## src/rtl/barret_rr_sched_1483.sv

```systemverilog
// Two-requester round-robin front end on a 2-stage Barrett reducer mod Q. Latency 2 cycles, 1 op/cycle.
// Backpressure: out_ready low freezes a full pipe and drops both req*_ready; a bubble in either stage is absorbed.
module barret_rr_sched_1483 #(
   parameter int Q    = 1483,
   parameter int MU   = 2828,
   parameter int K    = 11,
   parameter int IN_W = 21,
   parameter int OUT_W = 11
) (
   input  logic             clk,
   input  logic             rst,
   input  logic             req0_valid,
   output logic             req0_ready,
   input  logic [IN_W-1:0]  req0_data,
   input  logic             req1_valid,
   output logic             req1_ready,
   input  logic [IN_W-1:0]  req1_data,
   output logic             out_valid,
   input  logic             out_ready,
   output logic [OUT_W-1:0] out_data,
   output logic             out_tag
);

   localparam int R_W = 13;

   typedef struct packed {
      logic            vld;
      logic            tag;
      logic [IN_W-1:0] a;
      logic [K-1:0]    t;
   } s1_reg_t;

   typedef struct packed {
      logic             vld;
      logic             tag;
      logic [OUT_W-1:0] res;
   } s2_reg_t;

   s1_reg_t s1;
   s2_reg_t s2;
   logic    rr_ptr;

   logic            adv1, adv2, grant0, grant1, accept;
   logic [IN_W-1:0] sel_a;
   logic [K-1:0]    q, t_new;
   logic [2*K-1:0]  prod;
   logic [IN_W-1:0] tq;
   logic [R_W-1:0]  r, r_red;

   assign adv2 = !s2.vld || out_ready;
   assign adv1 = !s1.vld || adv2;

   assign grant0     = req0_valid && (!rr_ptr || !req1_valid);
   assign grant1     = req1_valid && !grant0;
   assign req0_ready = grant0 && adv1 && !rst;
   assign req1_ready = grant1 && adv1 && !rst;
   assign accept     = req0_ready || req1_ready;

   // Stage 1: quotient estimate t = ((a >> K) * MU) >> K at full 22-bit product width
   assign sel_a = grant1 ? req1_data : req0_data;
   assign q     = K'(sel_a >> K);
   assign prod  = (2*K)'(q) * (2*K)'(MU);
   assign t_new = K'(prod >> K);

   // Stage 2: r = a - t*Q is below 4Q, so its low 13 bits are exact
   assign tq = IN_W'(s1.t) * IN_W'(Q);
   assign r  = R_W'(s1.a - tq);

   always_comb begin
      r_red = r;
      if (r >= R_W'(3*Q))
         r_red = r - R_W'(3*Q);
      else if (r >= R_W'(2*Q))
         r_red = r - R_W'(2*Q);
      else if (r >= R_W'(Q))
         r_red = r - R_W'(Q);
   end

   always_ff @(posedge clk) begin
      if (rst) begin
         s1     <= '0;
         s2     <= '0;
         rr_ptr <= 1'b0;
      end else begin
         if (adv2) begin
            s2.vld <= s1.vld;
            if (s1.vld) begin
               s2.tag <= s1.tag;
               s2.res <= OUT_W'(r_red);
            end
         end
         if (adv1) begin
            s1.vld <= accept;
            if (accept) begin
               s1.tag <= grant1;
               s1.a   <= sel_a;
               s1.t   <= t_new;
            end
         end
         if (accept)
            rr_ptr <= ~grant1;
      end
   end

   assign out_valid = s2.vld;
   assign out_data  = s2.res;
   assign out_tag   = s2.tag;

endmodule

```

## config.mk

```make
export PLATFORM = sky130hd
export DESIGN_NAME = barret_rr_sched_1483
export DESIGN_NICKNAME = d
export VERILOG_FILES = /design/src/rtl/barret_rr_sched_1483.sv
export SDC_FILE = /design/constraint.sdc
export NUM_CORES = 1
export LEC_CHECK = 0
export CORE_MARGIN = 3
export CORE_UTILIZATION = 54
export DETAILED_ROUTE_END_ITERATION = 12
export PLACE_DENSITY = 0.79
export SETUP_SLACK_MARGIN = 0.5
export SLEW_MARGIN = 15
export SYNTH_ARGS = -nofsm -noshare
export SYNTH_HDL_FRONTEND = slang
export SYNTH_SLANG_ARGS = --single-unit
```

## constraint.sdc

```tcl
create_clock -name clk -period 6.6 [get_ports clk]
set_input_delay 1.32 -clock clk [delete_from_list [all_inputs] [get_ports clk]]
set_output_delay 1.32 -clock clk [all_outputs]
set_load 0.1 [all_outputs]
```

==> results.json, run 1 <==
{
  "drv_slew": 0,
  "syn2layout_area_growth_pct": 20.6,
  "tns_ns": 0,
  "worstSetupStartpointType": "flip-flop",
  "cts_sinks": 40,
  "h-tree-depth": 2,
  "synthArstFlopShare_pct": 0,
  "root_buffer": "clkbuf_16",
  "clkLatencyLatePin_ns": 0.29,
  "wl_per_cell_microns": 16.1,
  "drive_gt1_share_pct": 10.1,
  "reg2regPathDepth": 18,
  "final_cell_mix": "inv_1 (130), ha_1 (115), clkdlybuf4s50_1 (58), nor2_1 (44), fa_1 (42)",
  "fin_nets": 1001,
  "finClkSkew_ns": 0.00415,
  "n_antenna_cell": 0,
  "clk_pin_slew_worst_paths_ns": 0.06,
  "hpwlAfterDp_microns": 12100,
  "synth.distinct_cells": 68,
  "drv_cap": 0,
  "vias": 5238,
  "cp_max_fo": 6,
  "drt_iter0_drc": 272,
  "cts_tree": "done",
  "hold_path_class": "flip-flop to flip-flop",
  "grt_max_degree": 32,
  "fp.dieH_microns": 113,
  "end_kind": "flip-flop",
  "synthCells": 719,
  "synth_edf_count": 0,
  "synth_fa_ha_area_share_pct": 38.3,
  "grt_use_total_pct": 23.9,
  "worstPathRequired_ns": 6.84,
  "period_needed_ns": 5.83,
  "setup_violations": 0,
  "tightestPinTransition_ns": 1.05,
  "synth_area_sq_um": 6150,
  "synth_top_family_by_area": "adder cells",
  "synth_ff_type": "dfxtp_1",
  "hold_viol_final": 0,
  "synth_fp_nets": 929,
  "vias_per_cell": 5.62,
  "num_io_pins": 62,
  "hold_depth": 2,
  "rsz0062_at_grt": "no",
  "postRouteAntennaNets": 0,
  "ys_seq_elements": 40,
  "die_area_sq_um": 12700,
  "syn_area_per_cell_sq_um": 8.55,
  "synth_compound_area_share_pct": 15.5,
  "core.rowCount": 38,
  "grt_pass1_vias": 5414,
  "yosys.area_share.simple_pct": 13.9,
  "overflow": 0,
  "timing.fmax_mhz": 171,
  "path_class": "flip-flop to flip-flop",
  "drt_wl_total_microns": 15000,
  "status": "complete, no violations",
  "ys_warn_count": 0,
  "nFillCells": 857,
  "antenna_found_initial": 0,
  "final_common_cell": "inv_1",
  "globalplace.congestion": 0.985,
  "first_pass_iters": 4,
  "ctsHoldBuffers": 0,
  "coreArea_sq_um": 11000,
  "synthMuxAreaShare_pct": 4.50,
  "grt_pass1_wl_microns": 25100,
  "drc": 0,
  "worstPathArrival_ns": 6.07,
  "fp.dieW_microns": 113,
  "port_buffers": 61,
  "period_share_pct": 88.4,
  "clock_tree.buffer_depth": 2,
  "synth-xor-area-share_pct": 5.27,
  "cts_buffers": 5,
  "ys_seq_area_share_pct": 13.0,
  "initial_utilization_pct": 56.0,
  "slew_headroom_pct": 29.8
}
==> kinds of logic (layout without fill, tap and decap cells) <==
family	Yosys count	count (layout)
AND/OR/NAND/NOR	171	171
multiplexers	27	27
adder cells (fa/ha/maj)	163	163
AO/OA/AOI/OAI	131	131
flip-flops	40	40
buffers and inverters	153	226
XOR/XNOR	34	34
==> layer usage <==
metal  global-route usage (%)  vias to the layer above  wire length (microns)
met5                        0                        -                      0
met4                     8.89                        0                    462
met3                     2.25                       29                    446
met2                     42.5                      100                   7590
met1                     29.9                     2506                   6520
li1                         -                     2603                      -
==> synth_stat cells (14+ instances only) <==
| cell | instances | area, sq um |
|---|---|---|
| fa_1 | 42 | 841 |
| a21oi_1 | 26 | 130 |
| ha_1 | 121 | 1510 |
| nor2_1 | 44 | 165 |
| xnor2_1 | 26 | 228 |
| nand3_1 | 14 | 70.1 |
| dfxtp_1 | 40 | 801 |
| a211oi_1 | 18 | 135 |
| o21ai_0 | 20 | 100 |
| inv_1 | 133 | 499 |
| nor3_1 | 15 | 75.1 |
| mux2i_1 | 22 | 220 |
| nand2_1 | 41 | 154 |
==> layout make-up <==
class / count / area [sq um] / share of cell area (%)
tap: 140 / 175 / 2.36
inverter: 135 / 507 / 6.84
clock buffer: 5 / 125 / 1.69
sequential: 40 / 802 / 10.8
multi-input combinational: 526 / 4950 / 66.8
clock inverter: 3 / 42.5 / 0.574
timing repair buffer: 83 / 811 / 10.9
==> worst paths after layout <==
check / startpoint / end / slack, ns
worst min-delay path: out_data[9] / out_data[9] / 0.46
worst max register to register: s1[5] / out_data[6] / 0.77
worst min register to register: out_data[9] / out_data[9] / 0.46
worst max-delay path: s1[5] / out_data[6] / 0.77
==> sequential cells by signal, indices dropped and copies added, names as in the netlist <==
register   count
out_data      11
s1            26
rr_ptr         1
out_tag        1
out_valid      1
==> stage by stage <==
step / utilization, % / hold slack [ns] / setup slack, ns / instances / cell area, sq um
after floorplan: - / 0.432 / 0.563 / 719 / 6190
after global placement: 63.4 / 0.441 / 0.118 / 914 / 6970
after detailed placement: 63.4 / 0.448 / -0.202 / 914 / 6970
after CTS: 66.8 / 0.457 / 0.503 / 928 / 7330
after global routing: 67.5 / 0.500 / 0.503 / 932 / 7410
final: 67.5 / 0.460 / 0.769 / 932 / 7410
==> critical path, cell delays in order, from the launching register on <==
cell and delay [ns]:
dfxtp_1 0.42, inv_1 0.15, ha_1 0.30, inv_1 0.05, fa_1 0.54, inv_1 0.06, fa_1 0.50, fa_1 0.52
fa_1 0.61, inv_1 0.07, ha_1 0.40, mux2i_1 0.23, o311ai_0 0.23, a311oi_4 0.43, a21boi_2 0.31, nand3_1 0.15
and3_1 0.21, or4_1 0.51, nand3_1 0.10
==> timing repair <==
item	in CTS	in global routing
setup buffers	6	4
gates cloned	0	0
resized for setup	25	12
pin swaps	6	12
setup endpoints to repair	5	12
Power of run 1 is not shown: default switching activity piles up to over one toggle a cycle in this logic, so the estimate is an artifact.
==> inputs of run 2 (changes only) <==
Settings changed: CORE_UTILIZATION 54 to 60, PLACE_DENSITY 0.79 to 0.83.
Clock period 6.6 ns to 6.28 ns, I/O delays scaled along.
==> run 2 against run 1 <==
Final cell count grew 0.86%. Worst hold slack gained 0.0059 ns. Die area shrank 9.5%. Critical endpoint is now s1[7].
==> results.json, run 2 (synthesis gave the netlist of run 1 again) <==
{
  "die_area_sq_um": 11500,
  "cts_sinks": 40,
  "h-tree-depth": 2,
  "worstPathRequired_ns": 6.46,
  "status": "complete, no violations",
  "tightestPinTransition_ns": 1.14,
  "hpwlAfterDp_microns": 12700,
  "fp.dieW_microns": 107,
  "first_pass_iters": 5,
  "cp_top_family": "adder cells",
  "use_met3_pct": 1.93,
  "num_io_pins": 62,
  "vias": 5418,
  "worstSetupStartpointType": "input port",
  "crit_slowest_cell": "fa_1",
  "final_common_cell": "inv_1",
  "regMostFlops": "s1",
  "rr_endpoint": "out_data[6]",
  "use_met1_pct": 35.5,
  "largest_register_ffs": 26,
  "postRouteAntennaNets": 0,
  "initial_utilization_pct": 62.3,
  "hold_path_class": "flip-flop to flip-flop",
  "drv_cap": 0,
  "hp-start": "out_data[0]",
  "met2_usage_pct": 50.8,
  "crit_chain": "clkbuf_2 -> inv_2 -> o21ai_4 -> buf_6 -> mux2_4 -> ha_1 -> inv_1 -> fa_1 -> fa_1 -> inv_1 -> ha_4 -> ha_4 -> ha_4 -> a21o_1 -> a21oi_2 -> nand2_1 -> a41oi_2 -> nor3b_1 -> or2_2 -> a211oi_1 -> or3_1 -> a21oi_1",
  "r2r-start": "s1[5]",
  "ctsHoldBuffers": 0,
  "seq_area_sq_um": 806,
  "crit_buf_inv": 5,
  "grt_pass1_wl_microns": 26400,
  "drt_wl_total_microns": 16100,
  "hold_viol_final": 0,
  "multiInputGateArea_sq_um": 5010,
  "grt_pass1_vias": 5651,
  "drt_iter0_drc": 265,
  "grt-busiest-layer": "met2",
  "syn2layout_area_growth_pct": 21.9,
  "cts_buffers": 5,
  "cp_max_fo": 6,
  "clock_tree.buffer_depth": 2,
  "cp_slowest_stage_delay_ns": 0.52,
  "setup_violations": 0,
  "crit_top_cell": "ha_4",
  "globalplace.congestion": 0.920,
  "tns_ns": 0,
  "drv_slew": 0,
  "period_share_pct": 90.2,
  "hold_depth": 2,
  "core.rowCount": 36,
  "fin_nets": 1016,
  "rrSetupSlack_ns": 0.71,
  "worstPathArrival_ns": 5.84,
  "clk_pin_slew_worst_paths_ns": 0.08,
  "fp.dieH_microns": 107,
  "hold_end": "out_data[0]",
  "clkLatencyLatePin_ns": 0.31,
  "antenna_found_initial": 0,
  "root_buffer": "clkbuf_8",
  "timing.fmax_mhz": 177,
  "period_needed_ns": 5.66,
  "final_cell_mix": "inv_1 (131), ha_1 (111), clkdlybuf4s50_1 (57), nor2_1 (43), fa_1 (42)",
  "slew_headroom_pct": 24.0,
  "reg2regPathDepth": 18,
  "coreArea_sq_um": 9860,
  "nFillCells": 678,
  "port_buffers": 61,
  "drc": 0,
  "cts_tree": "done",
  "grt_max_degree": 32,
  "end_kind": "flip-flop",
  "grt_use_total_pct": 28.2,
  "wl_per_cell_microns": 17.1,
  "drive_gt1_share_pct": 13.1,
  "path_class": "input port to flip-flop",
  "finClkSkew_ns": 0.0105,
  "vias_per_cell": 5.76,
  "n_antenna_cell": 0,
  "overflow": 0,
  "rsz0062_at_grt": "no"
}
run 2: worst max path at each step:
stage | slack, ns | cells past startpoint | startpoint | to
floorplan | 0.50 | 21 | req0_valid | s1[10]
detailed placement | -0.1 | 21 | req0_valid | s1[10]
global placement | 0.07 | 21 | req0_valid | s1[10]
CTS | 0.50 | 18 | s1[5] | out_data[6]
finish | 0.62 | 22 | req0_valid | s1[7]
global route | 0.43 | 23 | req1_valid | s1[10]
run 2: cell type report:
type / instances / share of cell area, %
Multi-Input combinational cell: 526 / 66.9
Timing Repair Buffer: 98 / 11.9
Sequential cell: 40 / 10.8
Inverter: 135 / 6.76
Tap cell: 133 / 2.22
Clock buffer: 5 / 0.919
Clock inverter: 3 / 0.568
run 2: repair_timing:
action                                  CTS  global route
pin swaps                                 9             9
endpoints found under the setup margin    8            16
gates resized for setup                  14            25
setup buffers                             8             6
run 2: worst register-to-register path, cell delays in order, from the launching register on:
cell and delay [ns]:
dfxtp_2 0.40, inv_1 0.15, ha_1 0.30, inv_1 0.05, fa_1 0.52, inv_1 0.05, fa_1 0.52, fa_1 0.52
fa_1 0.58, inv_1 0.05, ha_2 0.38, mux2i_1 0.21, o311ai_1 0.16, a311oi_4 0.37, a21boi_4 0.30, nand3_1 0.13
and3_1 0.22, or4_1 0.51, nand3_1 0.09
run 2: per-layer routing:
| layer | up-vias | wire [microns] |
|---|---|---|
| met1 | 2626 | 6930 |
| li1 | 2627 | - |
| met2 | 136 | 8340 |
| met4 | 0 | 395 |
| met3 | 29 | 429 |
| met5 | - | 0 |
run 2: metrics by stage:
step | instance area [sq um] | util, % | cells | setup WS [ns] | hold slack [ns]
floorplan | 6270 | - | 719 | 0.503 | 0.432
global placement | 7110 | 72.1 | 918 | 0.0748 | 0.445
detailed placement | 7110 | 72.1 | 918 | -0.0981 | 0.452
CTS | 7330 | 74.3 | 934 | 0.502 | 0.467
global route | 7490 | 76.0 | 940 | 0.435 | 0.480
finish | 7490 | 76.0 | 940 | 0.618 | 0.466
Power of run 2 is left out for the same reason.
==> inputs of run 3 (changes only) <==
Settings changed: CTS_CLUSTER_SIZE set to 14.
==> results of run 3 <==
The final DEF is identical to that of run 2; final timing and power are the same.
Power of run 3 is left out for the same reason.
==> RTL edit: new RTL, settings of run 2 <==
Change the parameter `K` from 11 to 12.
--- a/src/rtl/barret_rr_sched_1483.sv
+++ b/src/rtl/barret_rr_sched_1483.sv
@@ -5,3 +5,3 @@
    parameter int MU   = 2828,
-   parameter int K    = 11,
+   parameter int K    = 12,
    parameter int IN_W = 21,
Behaviour: not the same (a bounded check fails within 4 cycles, from zero or initial values and one cycle with rst high).
==> RTL edit against run 2 <==
- worst setup slack lost 0.085 ns
- highest routed layer unchanged
- routed wire length down 8.1%
- design area shrank 7.2%
- largest cell class unchanged
- sequential cell count decreased by 2
- clock skew is 0.0067 ns higher
- synthesized cell count decreased by 8.1%
- register-to-register slack hardly changed
- area after synthesis is 6.3% lower
- critical endpoint is now s1[8]$_SDFFE_PP0P_
Power is left out: the tool's default activity adds up to more than one toggle a clock period on the data nets, which glitch-free logic cannot reach.
==> RTL edit: results (changes against run 2) <==
Parameter                              Value

Status
  Status ... finished clean

Global routing
  Pin count of the biggest net entering global routing ... 32 (unchanged)
  Wire length of the first global-routing pass ... 23900 um (-9.2%)
  Overall Global Routing Usage ... 26.3% (-1.9 points)
  Vias in the first global route ... 5192 (-8.1%)
  Number of antenna violations at the first check in global routing ... 0 (unchanged)

Routing
  Initial DRC count ... 249 (-6.0%)
  TritonRoute pass-1 iters ... 4 (-1)
  Routed length per placed instance ... 17.3 um (+0.95%)
  Vias ... 4940 (-8.8%)

STA
  Measured slew at the worst slew-check pin ... 1.07 ns (-0.0621 ns)
  Clock Skews ... 0.0171 ns (+0.00665 ns)

Critical path
  R2r endpoint ... out_data[2]$_SDFFE_PP0P_
  Number of cells on the worst reg-to-reg path ... 18 (unchanged)
  Family with the most delay on the worst path ... adder cells
  Data arrival time of the critical path ... 5.87 ns (+0.03 ns)
  Setup slack, reg-to-reg ... 0.71 ns (about the same)
  Largest incremental delay on the critical path ... 0.55 ns (+0.03 ns)
  CP max-delay cell ... sky130_fd_sc_hd__fa_1
  Crit-path max FO ... 6 (unchanged)
  Worst R2R Start ... s1[4]$_SDFFE_PP0P_

CTS
  Clock network latency to the later pin of the worst-skew pair ... 0.30 ns
  Buffer cell driving the clock tree root ... sky130_fd_sc_hd__clkbuf_8
  Number of clock buffers inserted by TritonCTS ... 5 (unchanged)
  Deepest clock path buffer count ... 2 (unchanged)
  Clock-pin slew on the worst setup and hold paths ... 0.09 ns
  CTS H-Tree Depth ... 2 (unchanged)

Worst hold path
  Type of the worst min-delay path ... reg2reg
  Hold path startpoint ... out_tag$_SDFFE_PP0P_
  Number of cells on the worst hold path ... 2 (unchanged)
  Worst Hold Endpoint ... out_tag$_SDFFE_PP0P_

Finish
  Net count reported at finish ... 923 (-9.2%)
  Max reg flops ... 24 (-7.7%)
  Register containing the most flip-flops in the final layout ... s1
  Count of fill cells added during filler insertion ... 684 (+0.88%)
  Layout cell share with drive strength beyond 1 ... 10.9% (-2.3 points)
  # diodes ... 0 (unchanged)

Yosys
  Commonest cells in the synthesized netlist ... sky130_fd_sc_hd__inv_1 (121), sky130_fd_sc_hd__ha_1 (110), sky130_fd_sc_hd__fa_1 (40), sky130_fd_sc_hd__nor2_1 (39), sky130_fd_sc_hd__dfxtp_1 (38)
  Post-synthesis cell count ... 661 (-8.1%)
  Async S/R FF share, synth ... 0% (unchanged)
  Total number of yosys warnings ... 0 (unchanged)
  Dominant cells by area after synthesis ... sky130_fd_sc_hd__ha_1 (24%), sky130_fd_sc_hd__fa_1 (14%), sky130_fd_sc_hd__dfxtp_1 (13%)
  Post-Syn Nets ... 858 (-7.6%)
  Most frequently used flop master after synthesis ... sky130_fd_sc_hd__dfxtp_1
  Netlist cell types ... 72 (+5.9%)
  Part of the Yosys area used for sequential elements ... 13.2% (+0.18 points)

Placed design
  Final weighted congestion in routability-driven placement ... 0.958 (+4.0%)
  Count of buffers inserted at the top-level ports ... 61 (unchanged)
  Post-DP HPWL ... 11600 um (-8.2%)
## RTL edit: worst max-delay path by stage
stage,from,endpoint,cells past startpoint
floorplan,req0_valid,s1[8]$_SDFFE_PP0P_,19
global placement,req0_valid,s1[8]$_SDFFE_PP0P_,20
detailed placement,req0_valid,s1[8]$_SDFFE_PP0P_,21
CTS,s1[2]$_SDFFE_PP0P_,out_data[5]$_SDFFE_PP0P_,20
global route,req0_valid,s1[3]$_SDFFE_PP0P_,21
finish,req0_valid,s1[8]$_SDFFE_PP0P_,20
## RTL edit: cells by family (layout without fill, tap and decap cells)
family | Yosys count | after routing | synth area share [%]
buffers and inverters | 139 | 205 | 9.23
and+or+nand+nor | 135 | 135 | 11.6
DFF | 38 | 38 | 13.2
xor gates and xnor gates | 37 | 37 | 5.76
adders and majority gates | 150 | 150 | 37.8
AOI/OAI and AO/OA | 137 | 137 | 17.9
muxes | 25 | 25 | 4.50
## RTL edit: layout make-up
| class | instances | area (um^2) | area share [%] |
|---|---|---|---|
| Sequential cell | 38 | 767 | 11.0 |
| Multi-Input combinational cell | 484 | 4660 | 67.0 |
| Tap cell | 129 | 161 | 2.32 |
| Inverter | 121 | 454 | 6.53 |
| Timing Repair Buffer | 76 | 766 | 11.0 |
| Clock buffer | 6 | 82.6 | 1.19 |
| Clock inverter | 2 | 60.1 | 0.864 |
## RTL edit: stage by stage
| step | utilization [%] | area, um^2 | setup WS [ns] | instances | hold WS, ns |
|---|---|---|---|---|---|
| floorplan | - | 5760 | 0.573 | 661 | 0.432 |
| global placement | 70.0 | 6500 | 0.284 | 838 | 0.449 |
| detailed placement | 70.0 | 6500 | 0.128 | 838 | 0.448 |
| CTS | 71.7 | 6660 | 0.512 | 846 | 0.460 |
| global route | 74.9 | 6950 | 0.362 | 856 | 0.478 |
| finish | 74.9 | 6950 | 0.533 | 856 | 0.463 |
## RTL edit: tightest hold or removal path: cells and delay by family (launching register included)
kind	cells	cell delay [ns]
AND/OR/NAND/NOR	1	0.05
flip-flops	1	0.32
AO/OA/AOI/OAI	1	0.05
## RTL edit: per-layer routing
| metal | wire, um | share of wire, % | vias to the layer above | GRT usage (%) |
|---|---|---|---|---|
| li1 | - | - | 2396 | - |
| met1 | 6550 | 44 | 2383 | 35.4 |
| met2 | 7400 | 50 | 136 | 46.4 |
| met3 | 622 | 4.2 | 25 | 1.86 |
| met4 | 224 | 1.5 | 0 | 5.79 |
| met5 | 0 | 0 | - | 0 |
## RTL edit: repair_timing
action | CTS | global route
setup buffers | 0 | 8
endpoints found under the hold margin | 0 | 0
pin swaps | 0 | 11
gates resized for setup | 4 | 32
cloned | 0 | 2
endpoints found under the setup margin | 5 | 15
